### config.mk
export PLATFORM = sky130hd
export DESIGN_NAME = bist_mem_sequencer_flat
export DESIGN_NICKNAME = d
export VERILOG_FILES = /design/src/rtl/bist_mem_sequencer_pkg.sv /design/src/rtl/bist_mem_sequencer_if.sv /design/src/rtl/bist_mem_sequencer_cmp.sv /design/src/rtl/bist_mem_sequencer.sv /design/src/flat_wrapper.sv
export SDC_FILE = /design/constraint.sdc
export NUM_CORES = 1
export LEC_CHECK = 0
export BUFFER_PORTS_ARGS = -buffer_cell sky130_fd_sc_hd__buf_2
export CAP_MARGIN = 25
export CORE_ASPECT_RATIO = 1.1
export CORE_MARGIN = 5
export CORE_UTILIZATION = 48
export CTS_CLUSTER_SIZE = 12
export DETAILED_ROUTE_END_ITERATION = 16
export GPL_ROUTABILITY_DRIVEN = 0
export GPL_TIMING_DRIVEN = 0
export HOLD_SLACK_MARGIN = 0.1
export PLACE_DENSITY = 0.86
export SYNTH_ARGS = -nofsm -noshare
export SYNTH_HDL_FRONTEND = slang
export SYNTH_SLANG_ARGS = --single-unit
### constraint.sdc
create_clock -name clk_march -period 2 [get_ports clk_march]
set_clock_uncertainty 0.15 [all_clocks]
set_input_delay 0.3 -clock clk_march [delete_from_list [all_inputs] [get_ports clk_march]]
set_output_delay 0.3 -clock clk_march [all_outputs]
set_load 0.05 [all_outputs]
### src/rtl/bist_mem_sequencer_pkg.sv
// rtl/bist_mem_sequencer_pkg.sv - shared types and default widths for the BIST march sequencer
package bist_pkg;

   localparam int DEF_ADDR_W    = 4;
   localparam int DEF_DATA_W    = 8;
   localparam int DEF_ERR_CNT_W = 8;

   localparam logic DIR_UP   = 1'b0;
   localparam logic DIR_DOWN = 1'b1;

   typedef enum logic [2:0] {
      IDLE,
      READ,
      CMP,
      WRITE,
      DONE
   } seq_state_t;

endpackage

### src/rtl/bist_mem_sequencer_if.sv
// rtl/bist_mem_sequencer_if.sv - single-port RAM bus between the march sequencer and the array under test
interface bist_mem_sequencer_if
   import bist_pkg::*;
#(
   parameter int ADDR_W = DEF_ADDR_W,
   parameter int DATA_W = DEF_DATA_W
);
   logic [ADDR_W-1:0] addr;
   logic [DATA_W-1:0] wdata;
   logic              we;
   logic              re;
   logic [DATA_W-1:0] rdata;

   modport master (output addr, output wdata, output we, output re, input rdata);
   modport slave  (input addr, input wdata, input we, input re, output rdata);
endinterface

### src/rtl/bist_mem_sequencer_cmp.sv
// rtl/bist_mem_sequencer_cmp.sv - bist_cmp: read-back comparator and sticky fail/err_cnt/first_fail_addr status
// Optional BIST_SEQ_DIAG_EN adds the fail_bits diagnostic register.
module bist_cmp
   import bist_pkg::*;
#(
   parameter int ADDR_W    = DEF_ADDR_W,
   parameter int DATA_W    = DEF_DATA_W,
   parameter int ERR_CNT_W = DEF_ERR_CNT_W
)(
   input  logic                 clk_march,
   input  logic                 rst,
   input  logic                 cmp_en,
   input  logic [DATA_W-1:0]    rdata,
   input  logic [DATA_W-1:0]    expect_val,
   input  logic [ADDR_W-1:0]    addr,
   input  logic                 clr_err,
   output logic                 fail,
   output logic [ERR_CNT_W-1:0] err_cnt,
   output logic [ADDR_W-1:0]    first_fail_addr
`ifdef BIST_SEQ_DIAG_EN
   ,
   output logic [DATA_W-1:0]    fail_bits
`endif
);
   localparam logic [ERR_CNT_W-1:0] ERR_ONE = ERR_CNT_W'(1);
   localparam logic [ERR_CNT_W-1:0] ERR_MAX = '1;

   logic [DATA_W-1:0] diff;
   logic              mismatch;

   assign diff     = rdata ^ expect_val;
   assign mismatch = cmp_en && (diff != '0);

   // A mismatch takes priority over a simultaneous clear: the clear empties history, the mismatch is logged fresh.
   always_ff @(posedge clk_march or posedge rst) begin
      if (rst) begin
         fail            <= 1'b0;
         err_cnt         <= '0;
         first_fail_addr <= '0;
`ifdef BIST_SEQ_DIAG_EN
         fail_bits       <= '0;
`endif
      end else if (mismatch) begin
         fail    <= 1'b1;
         err_cnt <= clr_err ? ERR_ONE : ((err_cnt == ERR_MAX) ? err_cnt : err_cnt + ERR_ONE);
         if (clr_err || !fail)
            first_fail_addr <= addr;
`ifdef BIST_SEQ_DIAG_EN
         fail_bits <= clr_err ? diff : (fail_bits | diff);
`endif
      end else if (clr_err) begin
         fail            <= 1'b0;
         err_cnt         <= '0;
         first_fail_addr <= '0;
`ifdef BIST_SEQ_DIAG_EN
         fail_bits       <= '0;
`endif
      end
   end

endmodule

### src/rtl/bist_mem_sequencer.sv
// rtl/bist_mem_sequencer.sv - sweeps one march element (read-compare then write) across a single-port RAM
// Optional BIST_SEQ_DIAG_EN exposes fail_bits from the comparator.
module bist_mem_sequencer
   import bist_pkg::*;
#(
   parameter int ADDR_W    = DEF_ADDR_W,
   parameter int DATA_W    = DEF_DATA_W,
   parameter int ERR_CNT_W = DEF_ERR_CNT_W
)(
   input  logic                 clk_march,
   input  logic                 rst,
   input  logic                 start,
   input  logic [DATA_W-1:0]    data_t,
   input  logic [DATA_W-1:0]    expect_t,
   input  logic                 dir_down,
   input  logic                 do_read,
   input  logic                 clr_err,
   bist_mem_sequencer_if.master mem,
   output logic                 busy,
   output logic                 done,
   output logic                 fail,
   output logic [ERR_CNT_W-1:0] err_cnt,
   output logic [ADDR_W-1:0]    first_fail_addr
`ifdef BIST_SEQ_DIAG_EN
   ,
   output logic [DATA_W-1:0]    fail_bits
`endif
);
   localparam logic [ADDR_W-1:0] ADDR_ONE  = ADDR_W'(1);
   localparam logic [ADDR_W-1:0] ADDR_TOP  = '1;
   localparam logic [ADDR_W-1:0] ADDR_ZERO = '0;

   seq_state_t        state;
   logic [ADDR_W-1:0] addr_q;
   logic [DATA_W-1:0] wdata_q;
   logic              we_q;
   logic              re_q;
   logic [DATA_W-1:0] pat_q;
   logic [DATA_W-1:0] exp_q;
   logic              dir_q;
   logic              rd_q;
   logic              last_addr;

   assign last_addr = (dir_q == DIR_DOWN) ? (addr_q == ADDR_ZERO) : (addr_q == ADDR_TOP);

   assign mem.addr  = addr_q;
   assign mem.wdata = wdata_q;
   assign mem.we    = we_q;
   assign mem.re    = re_q;

   // Outputs are loaded on the transition into the state that owns them, so they are valid for that whole state.
   always_ff @(posedge clk_march or posedge rst) begin
      if (rst) begin
         state   <= IDLE;
         addr_q  <= '0;
         wdata_q <= '0;
         we_q    <= 1'b0;
         re_q    <= 1'b0;
         busy    <= 1'b0;
         done    <= 1'b0;
         pat_q   <= '0;
         exp_q   <= '0;
         dir_q   <= DIR_UP;
         rd_q    <= 1'b0;
      end else begin
         case (state)
            IDLE: begin
               done <= 1'b0;
               if (start) begin
                  pat_q  <= data_t;
                  exp_q  <= expect_t;
                  dir_q  <= dir_down;
                  rd_q   <= do_read;
                  addr_q <= (dir_down == DIR_DOWN) ? ADDR_TOP : ADDR_ZERO;
                  busy   <= 1'b1;
                  if (do_read) begin
                     re_q  <= 1'b1;
                     state <= READ;
                  end else begin
                     we_q    <= 1'b1;
                     wdata_q <= data_t;
                     state   <= WRITE;
                  end
               end
            end
            READ: begin
               re_q  <= 1'b0;
               state <= CMP;
            end
            CMP: begin
               we_q    <= 1'b1;
               wdata_q <= pat_q;
               state   <= WRITE;
            end
            WRITE: begin
               we_q <= 1'b0;
               if (last_addr) begin
                  done  <= 1'b1;
                  state <= DONE;
               end else begin
                  addr_q <= (dir_q == DIR_DOWN) ? addr_q - ADDR_ONE : addr_q + ADDR_ONE;
                  if (rd_q) begin
                     re_q  <= 1'b1;
                     state <= READ;
                  end else begin
                     we_q    <= 1'b1;
                     wdata_q <= pat_q;
                     state   <= WRITE;
                  end
               end
            end
            DONE: begin
               done  <= 1'b0;
               busy  <= 1'b0;
               state <= IDLE;
            end
            default: state <= IDLE;
         endcase
      end
   end

   bist_cmp #(
      .ADDR_W    (ADDR_W),
      .DATA_W    (DATA_W),
      .ERR_CNT_W (ERR_CNT_W)
   ) u_cmp (
      .clk_march       (clk_march),
      .rst             (rst),
      .cmp_en          (state == CMP),
      .rdata           (mem.rdata),
      .expect_val      (exp_q),
      .addr            (addr_q),
      .clr_err         (clr_err),
      .fail            (fail),
      .err_cnt         (err_cnt),
      .first_fail_addr (first_fail_addr)
`ifdef BIST_SEQ_DIAG_EN
      ,
      .fail_bits       (fail_bits)
`endif
   );

endmodule

### src/flat_wrapper.sv
// flat-port wrapper written by rule: the top's interface ports become plain ports
module bist_mem_sequencer_flat import bist_pkg::*;
#(
   parameter int ADDR_W    = DEF_ADDR_W,
   parameter int DATA_W    = DEF_DATA_W,
   parameter int ERR_CNT_W = DEF_ERR_CNT_W
)
  (clk_march, rst, start, data_t, expect_t, dir_down, do_read, clr_err, busy, done, fail, err_cnt, first_fail_addr, mem_addr, mem_wdata, mem_we, mem_re, mem_rdata);
  bist_mem_sequencer_if #(.ADDR_W(ADDR_W), .DATA_W(DATA_W)) mem_i ();
  input  logic clk_march;
  input  logic rst;
  input  logic start;
  input  logic [DATA_W-1:0] data_t;
  input  logic [DATA_W-1:0] expect_t;
  input  logic dir_down;
  input  logic do_read;
  input  logic clr_err;
  output logic busy;
  output logic done;
  output logic fail;
  output logic [ERR_CNT_W-1:0] err_cnt;
  output logic [ADDR_W-1:0] first_fail_addr;
  output wire logic [$bits(mem_i.addr)-1:0] mem_addr;
  output wire logic [$bits(mem_i.wdata)-1:0] mem_wdata;
  output wire logic [$bits(mem_i.we)-1:0] mem_we;
  output wire logic [$bits(mem_i.re)-1:0] mem_re;
  input wire logic [$bits(mem_i.rdata)-1:0] mem_rdata;
  assign mem_addr = mem_i.addr;
  assign mem_wdata = mem_i.wdata;
  assign mem_we = mem_i.we;
  assign mem_re = mem_i.re;
  assign mem_i.rdata = mem_rdata;
  bist_mem_sequencer #(.ADDR_W(ADDR_W), .DATA_W(DATA_W), .ERR_CNT_W(ERR_CNT_W)) u_core (.clk_march(clk_march), .rst(rst), .start(start), .data_t(data_t), .expect_t(expect_t), .dir_down(dir_down), .do_read(do_read), .clr_err(clr_err), .mem(mem_i), .busy(busy), .done(done), .fail(fail), .err_cnt(err_cnt), .first_fail_addr(first_fail_addr));
endmodule
# Word level (Yosys, flattened, before mapping)
# Index checks and enable logic that the tools add are counted.
[word_totals]
reg_bits = 50
latchBits = 0
mem_bits_ro = 0
mem_count = 0
output_inout_bits = 29
mem_bits_rw = 0
[op_classes]
n_mux = 39
shift = 0
n_addsub = 3
n_mul = 0
n_reduce_logical = 22
bitwise_logic = 1
div_mod_pow = 0
n_lt_le_gt_ge = 0
eq_ne = 15
[op_table]
columns = ["cell", "count"]
rows = [
  ["8-bit 2-to-1 mux", 8],
  ["4-bit 2-to-1 mux", 7],
  ["8-bit case mux with 3 select lines", 1],
  ["1-bit 2-to-1 mux", 13],
  ["2-bit != test, second input constant", 6],
  ["3-bit case mux with 4 select lines", 1],
  ["2-bit AND reduction", 5],
  ["5-bit AND reduction", 2],
  ["8-bit by 1-bit adder with 8-bit output, second input constant", 1],
  ["8-bit equality test, second input constant", 1],
  ["4-bit case mux with 2 select lines", 1],
  ["2-bit nonzero test", 4],
  ["8-bit nonzero test", 1],
  ["8-bit XOR", 1],
  ["3-bit by 2-bit equality test with 1-bit output, second input constant", 2],
  ["3-bit 2-to-1 mux", 2],
  ["2-bit by 1-bit != test with 1-bit output, second input constant", 3],
  ["1-bit case mux with 3 select lines", 2],
  ["3-bit AND reduction", 2],
  ["3-bit nonzero test", 2],
  ["4-bit by 1-bit adder with 4-bit output, second input constant", 1],
  ["4-bit equality test, second input constant", 1],
  ["4-bit zero test", 1],
  ["2-bit 2-to-1 mux", 2],
  ["other kinds (9)", 10],
]

# Logic depth before layout (Yosys ltp)
[logic_depth]
depth_word = 5
ltp_mapped = 7
depth_no_buf = 6

# Hierarchy
# Synthesis repeated with hierarchy kept, for this count alone.
[unflattened]
hier_cells = 245
area_unflattened_um2 = 2519.9
[by_module_without_submodules]
columns = ["module", "area_per_inst_um2", "cells_per_inst", "seq_area_each_um2", "n_inst"]
rows = [
  ["bist_mem_sequencer", 1764.2, 170, 925.9, 1],
  ["bist_cmp", 755.7, 75, 325.3, 1],
]

# Worst setup path before layout
# No wires, ideal clock.
[synth_path]
kind = "register -> register"
from = "register u_core.addr_q[3] (netlist: u_core.mem.addr[3])"
to = "register u_core.wdata_q[0] (netlist: u_core.mem.wdata[0])"
arrival_time_ns = 1.905
t_required_ns = 1.725
stages_incl_launch_ff = 6
path_buffers = 0
setup_ns = 0.125
synth_period_minus_slack_ns = 2.180
slack_ns = -0.180
path_cell_list = "dfrtp_1 nor4b_1 mux2i_2 nor2b_4 o21ai_4 mux2_2"
[synth_via]
elab_chain_cells = 4
word_cells_on_any_way = 5
cone_classes = "2 x eq/ne; 1 x mux; 2 x reduce/logical"
[synth_lines]
columns = ["item", "line_no", "rtl"]
rows = [
  ["start, declared", "bist_mem_sequencer.sv:34", "logic [ADDR_W-1:0] addr_q;"],
  ["start signal, assigned", "bist_mem_sequencer.sv:74", "addr_q <= (dir_down == DIR_DOWN) ? ADDR_TOP : ADDR_ZERO;"],
  ["start signal, assigned", "bist_mem_sequencer.sv:101", "addr_q <= (dir_q == DIR_DOWN) ? addr_q - ADDR_ONE : addr_q + ADDR_ONE;"],
  ["4-bit equality test / 4-bit zero test (equally long branches)", "bist_mem_sequencer.sv:44", "assign last_addr = (dir_q == DIR_DOWN) ? (addr_q == ADDR_ZERO) : (addr_q == ADDR_TOP);"],
  ["1-bit 2-to-1 mux (*)", "bist_mem_sequencer.sv:44", ""],
  ["2-bit != test (no line) (*)", "n/a", ""],
  ["5-bit AND reduction (no line) (*)", "n/a", ""],
  ["end signal, assigned", "bist_mem_sequencer.sv:81", "wdata_q <= data_t;"],
  ["end signal, assigned", "bist_mem_sequencer.sv:92", "wdata_q <= pat_q;"],
  ["end signal, assigned", "bist_mem_sequencer.sv:107", "wdata_q <= pat_q;"],
  ["end, declared", "bist_mem_sequencer.sv:35", "logic [DATA_W-1:0] wdata_q;"],
]
# Every way passes the cells marked *; elsewhere a longest branch is shown, timed or not.
# A chain may end at the register's enable or synchronous reset.

# Worst setup path after layout
[layout_path]
from = "register u_core.addr_q[0] (netlist: u_core.mem.addr[0])"
to = "register u_core.wdata_q[3] (netlist: u_core.mem.wdata[3])"
# Same word-level chain as after synthesis.

==> PnR_summary.wiki <==
{| class="wikitable"
! Metric !! Value
|-
| Proportion of synthesized flip-flops having asynchronous set or reset || between 90% and 100%
|-
| Max clock buf depth || 2
|-
| Final HPWL DP || 3835 um
|-
| Synthesized netlist net count || 240
|-
| Starting utilization of the core area || about 49%
|-
| CP delay by family, top || simple AND/OR/NAND/NOR gates
|-
| Sequential cell area fraction in the yosys report || about 52%
|-
| Routed len/inst || 15.77 um
|-
| All-layer global routing usage || between 10% and 20%
|-
| Clock transition at the registers of the reported paths || 0.09 ns
|-
| Flop-to-flop setup slack || 0.05 ns
|-
| Maximum net fanout on the critical path || 8
|-
| Fraction of synthesized area in multiplexers || 15.87%
|-
| Final standard cell utilization of the core || roughly two thirds
|-
| Fraction of synthesized cell area in xor and xnor cells || under 10%
|-
| Synth Warn # || 0
|-
| Area of the core || slightly below 0.005 sq mm
|-
| DRT Pass-1 Iters || 4
|-
| Aggregate routed wire length || between 5000 and 6000 um
|-
| Arr. time, crit path || roughly 2.0 ns
|-
| Area delta synth->final || 37.20%
|-
| Run status || completed
|-
| Power density over the cells || between 1500 and 2000 mW/mm^2
|-
| Final Max Slew Viols || 0
|-
| Prevailing post-synth register cell || sky130_fd_sc_hd__dfrtp_1
|-
| Total number of placement rows || 27
|-
| Worst Setup Path Type || flop to flop
|-
| Max transition margin || between 60% and 70%
|-
| Post-synthesis instance total || 206
|-
| Met3 layer wire length in the routed design || roughly 310 um
|-
| Worst-margin pin slew || around 0.5 ns
|-
| Leak || 1.553 nW
|-
| Worst min-delay path endpoint || u_core.rd_q
|-
| Final period utilization || a little under 100%
|-
| Detailed Route Iter0 Violations || between 100 and 150
|-
| Critical path startpoint category || flop
|-
| Number of top-level design ports || 59
|-
| CP required || 2.04 ns
|-
| Antenna-violating nets left || 0
|-
| Number of H-tree levels || 2
|-
| Count of cell types in the netlist || 45
|-
| Flops & latches, synth || 50
|-
| Setup repair after global routing missed its margin || true
|-
| Total via count in the routed design || around 1,900
|-
| DRC Markers || 0
|-
| EDFF count, synth || 0
|-
| Adder-cell share of the synthesized area || 2.370%
|-
| Slowest cell on the critical path || sky130_fd_sc_hd__dfrtp_2
|-
| Antenna violations before repair || 0
|-
| CTS Buf Count || 5
|-
| Hold Path Class || input port to flop
|-
| Area share of and/or/nand/nor cells after synthesis || a little under 10%
|-
| Insertion delay of the later-clocked pin in the worst-skew pair || around 0.30 ns
|-
| Reg2reg end || u_core.mem.wdata[3]
|-
| Final setup violation count || 0
|-
| Length of routed met2 wiring || 2910 um
|-
| Fraction of final layout cells with drive strength greater than 1 || between 40% and 50%
|-
| Power after layout || roughly 5.6 mW
|-
| Hold path startpoint || do_read
|-
| Mapped cell area || around 0.0024 sq mm
|-
| CTS tree || built
|-
| RR Startpoint || u_core.mem.addr[0]
|-
| Die Y || around 85 um
|-
| Highest metal layer with signal wires || met4
|-
| Minimum hold slack || roughly 0.11 ns
|-
| Total number of clock tree sinks || 50
|-
| Largest net degree at the start of global routing || 40
|-
| Vias in the first global route || 1,993
|-
| Final antenna diode count || 0
|-
| CP Cell Sequence || nor4b_4 -> mux2i_4 -> nor2b_4 -> o21ai_4 -> buf_12 -> mux2_4
|-
| Largest family of logic cells by synthesized area || multiplexers
|-
| Total negative setup slack || 0 ns
|-
| Met1 wire length || 2320 um
|-
| Per-cell via count in the routed design || approximately 5.5
|-
| Layout Nets || around 330
|-
| Max Cap Violations || 0
|-
| Post-synthesis area per instance || between 10 and 15 sq um
|-
| Grt total ovfl || 0
|-
| Nature of the critical path endpoint || flop
|-
| Buffer cell driving the clock tree root || sky130_fd_sc_hd__clkbuf_8
|-
| Least setup slack across all paths after layout || between 0.04 and 0.05 ns
|-
| Area of the die || around 0.0066 sq mm
|-
| Max incr delay on CP || roughly 0.46 ns
|-
| VDD IR max || roughly 1.0 mV
|-
| Cell depth of the worst flop-to-flop path || 6
|-
| Setup slack after placement || -0.1260 ns
|-
| Minimum period implied by the final worst setup slack || a little under 2 ns
|-
| Global-route wire length before repair || roughly 9500 um
|-
| IO Port Bufs || 58
|-
| Final hold violations || 0
|-
| Fmax || just over 500 MHz
|-
| Share of the synthesized area in compound gates (AO/OA/AOI/OAI) || around 14%
|-
| Combined buffer and inverter count along the critical path || 1
|-
| Die X || between 70 and 80 um
|-
| Hold path cells || 2
|}
==> cells in the mapped netlist, types with 2 or more instances <==
cell,instances,area [sq um]
sky130_fd_sc_hd__nor2_1,6,22.52
sky130_fd_sc_hd__o211ai_1,3,22.52
sky130_fd_sc_hd__dfrtp_1,50,1251
sky130_fd_sc_hd__and2_1,2,12.51
sky130_fd_sc_hd__a32o_1,4,40.04
sky130_fd_sc_hd__nor4b_1,2,17.52
sky130_fd_sc_hd__nor4_1,3,18.77
sky130_fd_sc_hd__xnor2_1,2,17.52
sky130_fd_sc_hd__or3_1,2,12.51
sky130_fd_sc_hd__nand3_1,3,15.01
sky130_fd_sc_hd__nor2b_1,2,12.51
sky130_fd_sc_hd__a31oi_1,3,18.77
sky130_fd_sc_hd__a21oi_1,13,65.06
sky130_fd_sc_hd__nand2b_1,3,18.77
sky130_fd_sc_hd__mux2_2,33,371.6
sky130_fd_sc_hd__a21o_1,2,15.01
sky130_fd_sc_hd__buf_2,7,35.03
sky130_fd_sc_hd__or4_1,2,15.01
sky130_fd_sc_hd__o21a_1,2,15.01
sky130_fd_sc_hd__inv_1,9,33.78
sky130_fd_sc_hd__o21ai_0,8,40.04
sky130_fd_sc_hd__ha_1,3,37.54
sky130_fd_sc_hd__nand2_1,11,41.29
sky130_fd_sc_hd__xor2_1,8,70.07
sky130_fd_sc_hd__o31ai_1,3,22.52
==> worst register-to-register path: cells and delay by family, from the launching register on <==
| kind | cells | cell delay [ns] |
|---|---|---|
| AO/OA/AOI/OAI | 1 | 0.16 |
| buffers and inverters | 1 | 0.16 |
| flip-flops | 1 | 0.46 |
| multiplexers | 2 | 0.44 |
| AND/OR/NAND/NOR | 2 | 0.47 |
==> metrics by stage <==
stage                     area, sq um  instances
after detailed placement         2821        323
after CTS                        3197        352
after global routing             3332        355
final                            3332        355
after global placement           2801        322
after floorplan                  2439        206
==> area by class of cell <==
type	instances	area [sq um]
fill	370	1634
multi-input combinational	139	1290
sequential	50	1256
timing repair buffer	84	553.0
tap	58	72.57
clock buffer	5	68.82
buffer	8	47.55
inverter	9	33.78
clock inverter	2	10.01
==> where the power goes <==
group	internal [mW]	switching, mW
registers	1.45	0.331
logic	1.40	1.84
clock network	0.236	0.327
total	3.08	2.49
==> repair_timing <==
action                                  in CTS  in global routing
cloned                                       0                  0
hold endpoints to repair                    66                  0
pin swaps                                    2                 13
gates resized for setup                     10                 26
setup buffers                                5                  3
endpoints found under the setup margin      20                 41
hold buffers                                17                  0
==> worst max path at each step <==
stage	cells past startpoint	endpoint	startpoint
2_1_floorplan	5	u_core.mem.wdata[0]	u_core.mem.addr[3]
3_3_place_gp	2	u_core.mem.addr[0]	rst
3_5_place_dp	5	u_core.u_cmp.first_fail_addr[0]	u_core.state[2]
4_1_cts	4	u_core.exp_q[2]	u_core.state[0]
5_1_grt	5	u_core.u_cmp.err_cnt[7]	u_core.exp_q[2]
6_report	6	u_core.mem.wdata[3]	u_core.mem.addr[0]
==> sequential cells by signal (all words and copies together), names as in the netlist <==
signal,flops
u_core.state,3
u_core.dir_q,1
u_core.busy,1
u_core.u_cmp.first_fail_addr,4
u_core.u_cmp.err_cnt,8
u_core.u_cmp.fail,1
u_core.mem.addr,4
u_core.mem.re,1
u_core.mem.wdata,8
u_core.exp_q,8
u_core.mem.we,1
u_core.done,1
u_core.pat_q,8
u_core.rd_q,1
==> kinds of logic (layout without fill, tap and decap cells) <==
family,after synthesis,count (layout)
flops,50,50
compound gates,49,49
simple gates,42,42
mux,34,34
buf+inv,17,108
xor+xnor,10,10
fa+ha+maj,4,4
==> per-layer routing <==
metal  up-vias  GRT usage [%]
li1        919              -
met1       966          21.54
met2        53          30.14
met3         7          4.506
met4         0          5.938
met5         -              0
==> cells in the final DEF (no fill, tap or decap), types with 4 or more instances in the layout <==
cell	count
sky130_fd_sc_hd__xor2_2	8
sky130_fd_sc_hd__dfrtp_1	46
sky130_fd_sc_hd__dlygate4sd3_1	17
sky130_fd_sc_hd__o21ai_0	8
sky130_fd_sc_hd__mux2_4	8
sky130_fd_sc_hd__a21oi_2	4
sky130_fd_sc_hd__nor2_1	6
sky130_fd_sc_hd__inv_1	8
sky130_fd_sc_hd__buf_2	63
sky130_fd_sc_hd__dfrtp_2	4
sky130_fd_sc_hd__nand2_1	11
sky130_fd_sc_hd__clkbuf_8	5
sky130_fd_sc_hd__buf_4	7
sky130_fd_sc_hd__a21oi_1	10
sky130_fd_sc_hd__mux2_2	25
sky130_fd_sc_hd__a32o_1	4
(Power assumes the default switching activity.)
